$ cat config.mk
export PLATFORM = sky130hd
export DESIGN_NAME = range_stats
export DESIGN_NICKNAME = d
export VERILOG_FILES = /design/src/rtl/range_stats_pkg.sv /design/src/rtl/range_stats_acc.sv /design/src/rtl/range_stats.sv
export SDC_FILE = /design/constraint.sdc
export NUM_CORES = 1
export LEC_CHECK = 0
export CAP_MARGIN = 20
export CELL_PAD_IN_SITES_DETAIL_PLACEMENT = 1
export CELL_PAD_IN_SITES_GLOBAL_PLACEMENT = 1
export CORE_MARGIN = 2
export CORE_UTILIZATION = 40
export CTS_CLUSTER_DIAMETER = 200
export DETAILED_ROUTE_END_ITERATION = 7
export GPL_TIMING_DRIVEN = 0
export PLACE_DENSITY_LB_ADDON = 0.05
export SETUP_SLACK_MARGIN = 0.4
export SYNTH_ARGS = -nofsm -noshare
export SYNTH_HDL_FRONTEND = slang
export SYNTH_SLANG_ARGS = --single-unit
$ cat constraint.sdc
create_clock -name clock -period 4.03 [get_ports clock]
set_input_delay 0.6045 -clock clock [delete_from_list [all_inputs] [get_ports clock]]
set_output_delay 0.6045 -clock clock [all_outputs]
set_load 0.02 [all_outputs]
$ cat src/rtl/range_stats_pkg.sv
// Shared types for range_stats: statistic selector and frame state.
package range_stats_pkg;

    localparam int unsigned MODE_W = 2;

    // Statistic reported at the end of a frame; encoding matches the mode pins.
    typedef enum logic [MODE_W-1:0] {
        MODE_RANGE = 2'd0,
        MODE_MIN   = 2'd1,
        MODE_MAX   = 2'd2,
        MODE_COUNT = 2'd3
    } mode_t;

    typedef enum logic {
        ST_IDLE = 1'b0,
        ST_RUN  = 1'b1
    } state_t;

endpackage

$ cat src/rtl/range_stats_acc.sv
// Running min/max/count accumulator for range_stats.
// Ports:
//   clk_i, rst_i          clock, synchronous active-high reset
//   init_i                load data_i as the first sample of a frame
//   update_i              fold data_i into the running statistics
//   data_i                unsigned sample
//   min_d_o/max_d_o/count_d_o  next-state statistics (combinational), so the
//                         parent can capture a result on the same edge the
//                         last sample is folded in
module range_stats_acc
    import range_stats_pkg::*;
#(
    parameter int unsigned WIDTH = 10
) (
    input  logic             clk_i,
    input  logic             rst_i,
    input  logic             init_i,
    input  logic             update_i,
    input  logic [WIDTH-1:0] data_i,
    output logic [WIDTH-1:0] min_d_o,
    output logic [WIDTH-1:0] max_d_o,
    output logic [WIDTH-1:0] count_d_o
);

    localparam logic [WIDTH-1:0] COUNT_MAX = {WIDTH{1'b1}};

    logic [WIDTH-1:0] min_q, min_d;
    logic [WIDTH-1:0] max_q, max_d;
    logic [WIDTH-1:0] count_q, count_d;

    // Next-state statistics; init takes priority over update.
    always_comb begin
        min_d   = min_q;
        max_d   = max_q;
        count_d = count_q;
        if (init_i) begin
            min_d   = data_i;
            max_d   = data_i;
            count_d = WIDTH'(1);
        end else if (update_i) begin
            if (data_i < min_q) min_d = data_i;
            if (data_i > max_q) max_d = data_i;
            // Count saturates at all-ones rather than wrapping.
            if (count_q != COUNT_MAX) count_d = count_q + WIDTH'(1);
        end
    end

    always_ff @(posedge clk_i) begin
        if (rst_i) begin
            min_q   <= '0;
            max_q   <= '0;
            count_q <= '0;
        end else begin
            min_q   <= min_d;
            max_q   <= max_d;
            count_q <= count_d;
        end
    end

    assign min_d_o   = min_d;
    assign max_d_o   = max_d;
    assign count_d_o = count_d;

endmodule

$ cat src/rtl/range_stats.sv
// Framed min/max/range/count statistics with a registered, mode-selected result.
// Ports:
//   clock, reset     clock, synchronous active-high reset
//   data_in          unsigned sample, valid each cycle of an open frame
//   go, finish       frame start / frame end (same-cycle sample included)
//   mode             statistic select, latched on an accepted go
//   result           selected statistic of the last completed frame
//   result_valid     one-cycle pulse when result is updated
//   busy             frame open
//   error            sticky protocol-error flag, cleared by an accepted go
module range_stats
    import range_stats_pkg::*;
#(
    parameter int unsigned WIDTH = 10
) (
    input  logic             clock,
    input  logic             reset,
    input  logic [WIDTH-1:0] data_in,
    input  logic             go,
    input  logic             finish,
    input  logic [1:0]       mode,
    output logic [WIDTH-1:0] result,
    output logic             result_valid,
    output logic             busy,
    output logic             error
);

    state_t           state_q;
    mode_t            mode_q;
    logic [WIDTH-1:0] result_q;
    logic             result_valid_q;
    logic             busy_q;
    logic             error_q;

    logic             go_accept_c;
    logic             run_c;
    mode_t            mode_eff_c;
    logic [WIDTH-1:0] stat_c;
    logic [WIDTH-1:0] min_n, max_n, count_n;

    assign go_accept_c = (state_q == ST_IDLE) && go;
    assign run_c       = (state_q == ST_RUN);

    // On a single-sample frame the mode register has not been loaded yet.
    assign mode_eff_c  = go_accept_c ? mode_t'(mode) : mode_q;

    range_stats_acc #(
        .WIDTH (WIDTH)
    ) u_acc (
        .clk_i     (clock),
        .rst_i     (reset),
        .init_i    (go_accept_c),
        .update_i  (run_c),
        .data_i    (data_in),
        .min_d_o   (min_n),
        .max_d_o   (max_n),
        .count_d_o (count_n)
    );

    // Result mux over the post-sample statistics; max >= min so range cannot underflow.
    always_comb begin
        stat_c = '0;
        case (mode_eff_c)
            MODE_RANGE: stat_c = max_n - min_n;
            MODE_MIN:   stat_c = min_n;
            MODE_MAX:   stat_c = max_n;
            MODE_COUNT: stat_c = count_n;
            default:    stat_c = '0;
        endcase
    end

    // Frame FSM with registered outputs.
    always_ff @(posedge clock) begin
        if (reset) begin
            state_q        <= ST_IDLE;
            mode_q         <= MODE_RANGE;
            result_q       <= '0;
            result_valid_q <= 1'b0;
            busy_q         <= 1'b0;
            error_q        <= 1'b0;
        end else begin
            result_valid_q <= 1'b0;
            case (state_q)
                ST_IDLE: begin
                    if (go) begin
                        mode_q  <= mode_t'(mode);
                        error_q <= 1'b0;
                        if (finish) begin
                            result_q       <= stat_c;
                            result_valid_q <= 1'b1;
                        end else begin
                            state_q <= ST_RUN;
                            busy_q  <= 1'b1;
                        end
                    end else if (finish) begin
                        error_q <= 1'b1;
                    end
                end
                ST_RUN: begin
                    // A go inside a frame is flagged but otherwise ignored.
                    if (go) error_q <= 1'b1;
                    if (finish) begin
                        result_q       <= stat_c;
                        result_valid_q <= 1'b1;
                        state_q        <= ST_IDLE;
                        busy_q         <= 1'b0;
                    end
                end
                default: begin
                    state_q <= ST_IDLE;
                    busy_q  <= 1'b0;
                end
            endcase
        end
    end

    assign result       = result_q;
    assign result_valid = result_valid_q;
    assign busy         = busy_q;
    assign error        = error_q;

endmodule

==> results of run 1 <==
==> metal layers <==
metal / global-route usage, % / share of wire (%)
met1: 34.55 / 46
met2: 42.44 / 49
met3: 3.050 / 3.5
met4: 6.401 / 1.6
met5: 0 / 0
==> stage by stage <==
step,TNS [ns],total power [mW],cell area [um^2],worst slack (ns)
after CTS,0,1.394,4149,0.3499
after global placement,-4.508,0.9611,3752,-0.8030
final,0,1.454,4357,0.4063
after floorplan,0,0.8303,3344,0.4002
after detailed placement,-5.101,0.9724,3752,-0.8554
after global routing,0,1.532,4357,0.2330
==> synth_stat cells (3+ instances only) <==
cell type / count
nor2_1: 54
dfxtp_1: 46
ha_1: 30
inv_1: 26
a21oi_1: 22
nand2_1: 20
mux2i_1: 13
nor2b_1: 13
o21ai_0: 13
xor2_1: 10
clkbuf_1: 9
nand3_1: 8
mux2_2: 7
nand4_1: 7
and2_1: 6
and3_1: 6
nand2b_1: 6
a211oi_1: 5
nor3_1: 5
o221ai_1: 4
and4_1: 3
nor4_1: 3
o21a_1: 3
o31a_1: 3
==> state kept, by name, indices dropped and copies added, names as in the netlist, 2 cells and up <==
name	cells
result	10
u_acc.count_q	10
u_acc.min_q	10
u_acc.max_q	10
mode_q	2
==> final timing paths <==
| path | startpoint | endpoint | slack (ns) | cells past startpoint |
|---|---|---|---|---|
| worst max-delay path | data_in[3] | result[8]$_SDFFE_PP0P_ | 0.41 | 17 |
| worst min-delay path | error$_SDFFE_PP0P_ | error$_SDFFE_PP0P_ | 0.49 | 2 |
| worst max register to register | u_acc.min_q[9]$_SDFF_PP0_ | result[8]$_SDFFE_PP0P_ | 0.41 | 17 |
| worst min register to register | error$_SDFFE_PP0P_ | error$_SDFFE_PP0P_ | 0.49 | 2 |
==> layout by cell type, fill, tap and decap left out, drive strengths merged, types with 13 or more instances in the layout <==
cell	count
a21oi	25
buf	36
clkbuf	15
clkdlybuf4s50	18
dfxtp	46
ha	30
inv	27
mux2i	14
nand2	21
nor2	54
nor2b	13
o21ai	15
==> logic make-up after synthesis <==
family	Yosys count	share of synthesized area, %
xor gates and xnor gates	12	3.228
AOI/OAI and AO/OA	93	22.48
muxes	22	7.571
adders and majority gates	31	12.14
and+or+nand+nor	140	21.52
buffers and inverters	39	4.765
DFF	46	28.29
==> timing repair <==
item,CTS,global route
hold buffers,0,0
resized for setup,89,42
endpoints found under the setup margin,9,6
setup buffers,14,10
gates cloned,0,0
pin swaps,20,32
==> power groups by stage <==
stage	clock network, mW	logic [mW]	registers (mW)
5_1_grt	0.380	0.641	0.511
3_3_place_gp	0	0.448	0.513
6_report	0.358	0.589	0.507
2_1_floorplan	0	0.307	0.524
4_1_cts	0.361	0.528	0.505
3_5_place_dp	0	0.458	0.514
==> final cells by class <==
class	count	area share (%)
Multi-Input combinational cell	298	58.10
Sequential cell	46	21.42
Timing Repair Buffer	52	11.23
Tap cell	102	2.929
Inverter	27	2.384
Clock buffer	5	1.580
Buffer	12	1.436
Clock inverter	3	0.9190
==> worst min-delay path: cells and delay by family, from the launching register on <==
| kind | cells | cell delay [ns] |
|---|---|---|
| AO/OA/AOI/OAI | 1 | 0.05 |
| AND/OR/NAND/NOR | 1 | 0.08 |
| flip-flops | 1 | 0.34 |
==> flow_summary_export.csv, run 1 <==
group,metric,value,unit
power_and_ir_drop,peakVddDrop,0.1891,mV
worst_setup_path,crit_type,"input pin to flop",
layout,fin_cells,545,
power_and_ir_drop,p_per_area,333.8,nW/um^2
layout,antennaDiodeCount,0,
cts,clk_pin_slew,0.09,ns
cts,cts_made_buffers,5,
cts,cts-root-buf,"clkbuf_8",
sta,finalHoldViolCount,0,
worst_setup_path,cp.arrival,3.85,ns
worst_setup_path,crit_top_cell,"ha_4",
placed_design,place_inst,513,
synthesis,synth_top_area_share,28.29,%
floorplanning,die_w,94.22,um
route,first_pass_iters,4,
worst_setup_path,worstPathCellList,"buf_6 > ha_4 > nand4_1 > a211oi_2 > a2111oi_4 > o21a_2 > buf_12 > mux2i_4 > ha_4 > fa_2 > nor2b_2 > o21ai_2 > a21oi_4 > o41ai_4 > mux2i_1 > a211oi_1 > nor4_1",
route,wirelength,10.86,mm
sta,drv_slew,0,
synthesis,ys_seq_area_share,28.29,%
synthesis,yosysWarnings,0,
sta,min_period,3.624,ns
sta,rsz0062_at_grt,"true",
run,drv_cap,0,
layout,drive_above_1_share,29.12,%
power_and_ir_drop,power_switching,515.3,uW
grt,grt_first_pass_wirelength,17.05,mm
floorplanning,rows,32,
route,num_vias,3086,
placed_design,place.gp.congestion,0.8666,
grt,grt_pass1_vias,3184,
synthesis,yosysTopAreaCell,"dfxtp_1",
grt,grt_start_max_net_pins,15,
cts,h-tree-depth,2,
worst_setup_path,startpoint_type,"input pin",
worst_setup_path,crit_family,"compound AO/OA/AOI/OAI gates",
layout,nFillCells,914,
outcome,run_status,"completed",
layout,num-nets-final,489,
power_and_ir_drop,swShare,35.43,%
route,wl_per_cell,19.92,um
cts,cts_sinks,46,
worst_setup_path,crit_required,4.25,ns
floorplanning,ios,29,
synthesis,syn_nets,430,
synthesis,synthCells,383,
power_and_ir_drop,p_comb_share,40.5,%
layout,multiInputGateArea,2531,um^2
power_and_ir_drop,internal_power,939.1,uW
synthesis,syn_avg_cell_area,8.500,um^2
power_and_ir_drop,clkPwrFrac,24.6,%
floorplanning,start_util,41.70,%
floorplanning,die-area,8876,um^2
placed_design,io_buffers,28,
synthesis,ys_types,74,
power_and_ir_drop,leakage,1.687,nW
synthesis,synth_edf_count,0,
route,viasPerCell,5.662,
route,first_iter_violations,108,
worst_setup_path,path_max_fanout,6,
synthesis,yosys_most_used_dff,"dfxtp_1",
layout,syn2layout_area_growth,33.82,%
worst_setup_path,slowest_stage,"a211oi_2",
worst_setup_path,crit_buf_inv,2,
sta,max_slew_margin,44.93,%
worst_setup_path,cp_slowest_stage_delay,0.35,ns
layout,seq_area,933.4,um^2
synthesis,async_flop_share,0,%
sta,whs,0.4940,ns
sta,finalCritPeriodShare,89.92,%
route,drc,0,
synthesis,ys_top_cells_by_area,"dfxtp_1, ha_1, nor2_1",
sta,clock_skew,0.008744,ns
cts,cts_max_path_buffers,2,
cts,clk_latency,0.31,ns
floorplanning,design.core.area,7807,um^2
sta,tightest_slew,0.8261,ns
sta,fmax,276.0,MHz
synthesis,ys_seq_elements,46,
hold_path,hp-class,"flop to flop",
sta,setup_viol,0,
synthesis,netlist_area,3256,um^2
worst_setup_path,cp-end-kind,"flop",
cts,cts_tree,"done",
grt,grt_use_total,25.35,%
floorplanning,die_h,94.22,um
route,ant_nets,0,
grt,grt_antenna_before_repair,0,
power_and_ir_drop,seqPwrFrac,34.9,%
layout,finish.utilization,55.80,%
grt,overflow,0,
placed_design,post-dp-hpwl,7.742,mm
Power figures use the tool's default switching activity.
==> run 2, diff against run 1 <==
Settings changed: ABC_AREA from default to 1, CORE_MARGIN 2 to default, CORE_UTILIZATION 40 to 38, CTS_BUF_LIST from default to sky130_fd_sc_hd__clkbuf_4.
==> flow_summary_export.csv, run 2 <==
group,metric,value,unit
placed_design,place_inst,638,
route,first_iter_violations,85,
sta,setup_viol,0,
synthesis,yosys_most_used_dff,"dfxtp_1",
worst_setup_path,rr_endpoint,"result[7]$_SDFFE_PP0P_",
worst_setup_path,r2r_slack,0.74,ns
layout,finish.utilization,48.79,%
synthesis,synth.most_common_cell,"nand2_1",
floorplanning,start_util,39.53,%
outcome,run_status,"completed",
cts,cts_tree,"done",
hold_path,hp-class,"flop to flop",
hold_path,holdPathStages,2,
sta,finalWorstSetupSlack,0.5573,ns
layout,num-nets-final,601,
synthesis,ys_types,36,
floorplanning,die_h,94.92,um
synthesis,yosysTopAreaCell,"dfxtp_1",
sta,clock_skew,0.01228,ns
grt,grt_use_total,22.97,%
power_and_ir_drop,peakVddDrop,0.1672,mV
route,first_pass_iters,4,
placed_design,dp_slack,-0.5279,ns
hold_path,worstHoldStart,"result[1]$_SDFFE_PP0P_",
cts,h-tree-depth,2,
cts,clk_pin_slew,0.14,ns
route,wirelength,9.998,mm
power_and_ir_drop,leakage,1.942,nW
route,met3_wirelength,155,um
worst_setup_path,cp.arrival,3.71,ns
route,wl_met2,4.856,mm
synthesis,synthCells,506,
synthesis,async_flop_share,0,%
worst_setup_path,slowest_stage,"clkdlybuf4s50_1",
worst_setup_path,crit_required,4.27,ns
sta,fmax,288.0,MHz
route,top_layer,"met4",
worst_setup_path,worstPathCellList,"clkdlybuf4s50_1 > inv_1 > ha_1 > nand2_1 > nand3b_1 > nand2_1 > inv_1 > nand2_2 > nand2_4 > buf_8 > o21a_1 > buf_4 > ha_1 > nand2_1 > nor2_2 > a21oi_2 > o21ai_1 > xor2_1 > nand2_1 > nand2_1 > inv_1 > nand2_1 > a21oi_1",
synthesis,yosysWarnings,0,
synthesis,synth_top_area_share,28.07,%
layout,most-common-layout-cells,"nand2_1, inv_1, nor2_1",
worst_setup_path,startpoint_type,"input pin",
grt,overflow,0,
worst_setup_path,cp-end-kind,"flop",
hold_path,min_to,"result[1]$_SDFFE_PP0P_",
power_and_ir_drop,power,1.271,mW
cts,cts_made_buffers,5,
sta,whs,0.4807,ns
synthesis,synth_common_cells,"nand2_1, inv_1, nor2_1, dfxtp_1, ha_1",
synthesis,syn_nets,553,
route,drc,0,
sta,min_period,3.473,ns
sta,drv_slew,0,
sta,finalCritPeriodShare,86.17,%
route,m1WireLength,4.890,mm
floorplanning,die_w,94.92,um
route,num_vias,3297,
layout,final_common_cell,"nand2_1",
synthesis,ys_top_cells_by_area,"dfxtp_1, nand2_1, ha_1",
route,wl_per_cell,15.19,um
placed_design,place.gp.congestion,0.9351,
layout,fin_cells,658,
grt,grt_start_max_net_pins,13,
cts,clk_latency,0.36,ns
floorplanning,die-area,9009,um^2
worst_setup_path,crit_type,"input pin to flop",
sta,tightest_slew,0.6061,ns
worst_setup_path,cp_slowest_stage_delay,0.45,ns
synthesis,netlist_area,3281,um^2
route,viasPerCell,5.011,
synthesis,synth_edf_count,0,
grt,grt_pass1_vias,3271,
sta,max_slew_margin,59.59,%
placed_design,io_buffers,27,
sta,rsz0062_at_grt,"false",
grt,grt_antenna_before_repair,0,
floorplanning,ios,29,
placed_design,post-dp-hpwl,7.923,mm
run,drv_cap,0,
worst_setup_path,crit_top_cell,"nand2_1",
floorplanning,rows,33,
cts,cts-root-buf,"clkbuf_4",
cts,cts_max_path_buffers,2,
floorplanning,design.core.area,8299,um^2
grt,grt_first_pass_wirelength,15.81,mm
synthesis,ys_seq_area_share,28.07,%
layout,syn2layout_area_growth,23.42,%
worst_setup_path,rr_worst_depth,24,
synthesis,syn_avg_cell_area,6.483,um^2
synthesis,ys_seq_elements,46,
layout,antennaDiodeCount,0,
route,ant_nets,0,
worst_setup_path,r2r-start,"u_acc.max_q[4]$_SDFF_PP0_",
cts,cts_sinks,46,
layout,drive_above_1_share,14.47,%
sta,finalHoldViolCount,0,
layout,nFillCells,1083,
power_and_ir_drop,p_per_area,313.9,nW/um^2
worst_setup_path,path_max_fanout,6,
## run 2: cell count changes in the layout (fill, tap and decap cells not counted), sizes merged, moves of 7 or more
cell	change
nand2b	-7
buf	-17
nor2	+13
mux2i	-14
nand3	+20
mux2	-8
nor2b	-13
o21ai	+17
dlymetal6s2s	+8
nand2	+114
inv	+66
and2	-7
## run 2: cell families (layout without fill, tap and decap cells)
logic type	after synthesis	in the layout	synth area share, %
AO/OA/AOI/OAI	70	70	12.70
XOR/XNOR	10	10	2.670
adder cells (fa/ha/maj)	31	31	12.05
buffers and inverters	106	152	13.01
flip-flops	46	46	28.07
AND/OR/NAND/NOR	243	244	31.50
## run 2: cell type report
cell class	instances	area (um^2)	area share [%]
buffer	13	92.59	2.287
clock buffer	5	37.54	0.9271
clock inverter	1	3.754	0.09271
inverter	93	351.6	8.684
multi-input combinational	355	2107	52.04
sequential	46	920.9	22.74
tap	105	131.4	3.245
timing repair buffer	40	404.1	9.981
## run 2: power by group
part / switching [mW] / internal, mW
combinational: 0.329 / 0.228
sequential: 0.0197 / 0.488
clock: 0.147 / 0.0600
## run 2: repair_timing
action,CTS,global route
gates cloned,0,2
setup endpoints to repair,6,7
pin swaps,1,17
gates resized for setup,21,34
setup buffers,2,10
hold buffers,0,0
## run 2: worst max-delay path by stage
stage,from,endpoint,slack (ns),cells past startpoint
6_report,data_in[0],result[7]$_SDFFE_PP0P_,0.56,23
5_1_grt,data_in[0],result[7]$_SDFFE_PP0P_,0.39,23
4_1_cts,data_in[5],result[6]$_SDFFE_PP0P_,0.40,23
3_5_place_dp,data_in[9],result[6]$_SDFFE_PP0P_,-0.53,20
3_3_place_gp,data_in[9],result[6]$_SDFFE_PP0P_,-0.51,20
2_1_floorplan,data_in[9],result[6]$_SDFFE_PP0P_,0.65,19
## run 2: worst max-delay path: cells and delay by family
kind / cells / cell delay [ns]
adder cells (fa/ha/maj): 2 / 0.55
AND/OR/NAND/NOR: 10 / 0.93
buffers and inverters: 6 / 0.92
AO/OA/AOI/OAI: 4 / 0.51
XOR/XNOR: 1 / 0.20
## run 2: through the flow
step           setup TNS (ns)  cell area, um^2
2_1_floorplan               0             3281
3_3_place_gp           -1.716             3682
3_5_place_dp           -1.952             3682
4_1_cts                     0             3811
5_1_grt                     0             4049
6_report                    0             4049
## run 2: per-layer routing
layer  global-route usage [%]  vias to the layer above
met4                    3.914                        0
met1                    29.57                     1582
met2                    41.25                       30
li1                         -                     1672
met5                        0                        -
met3                    2.738                       13
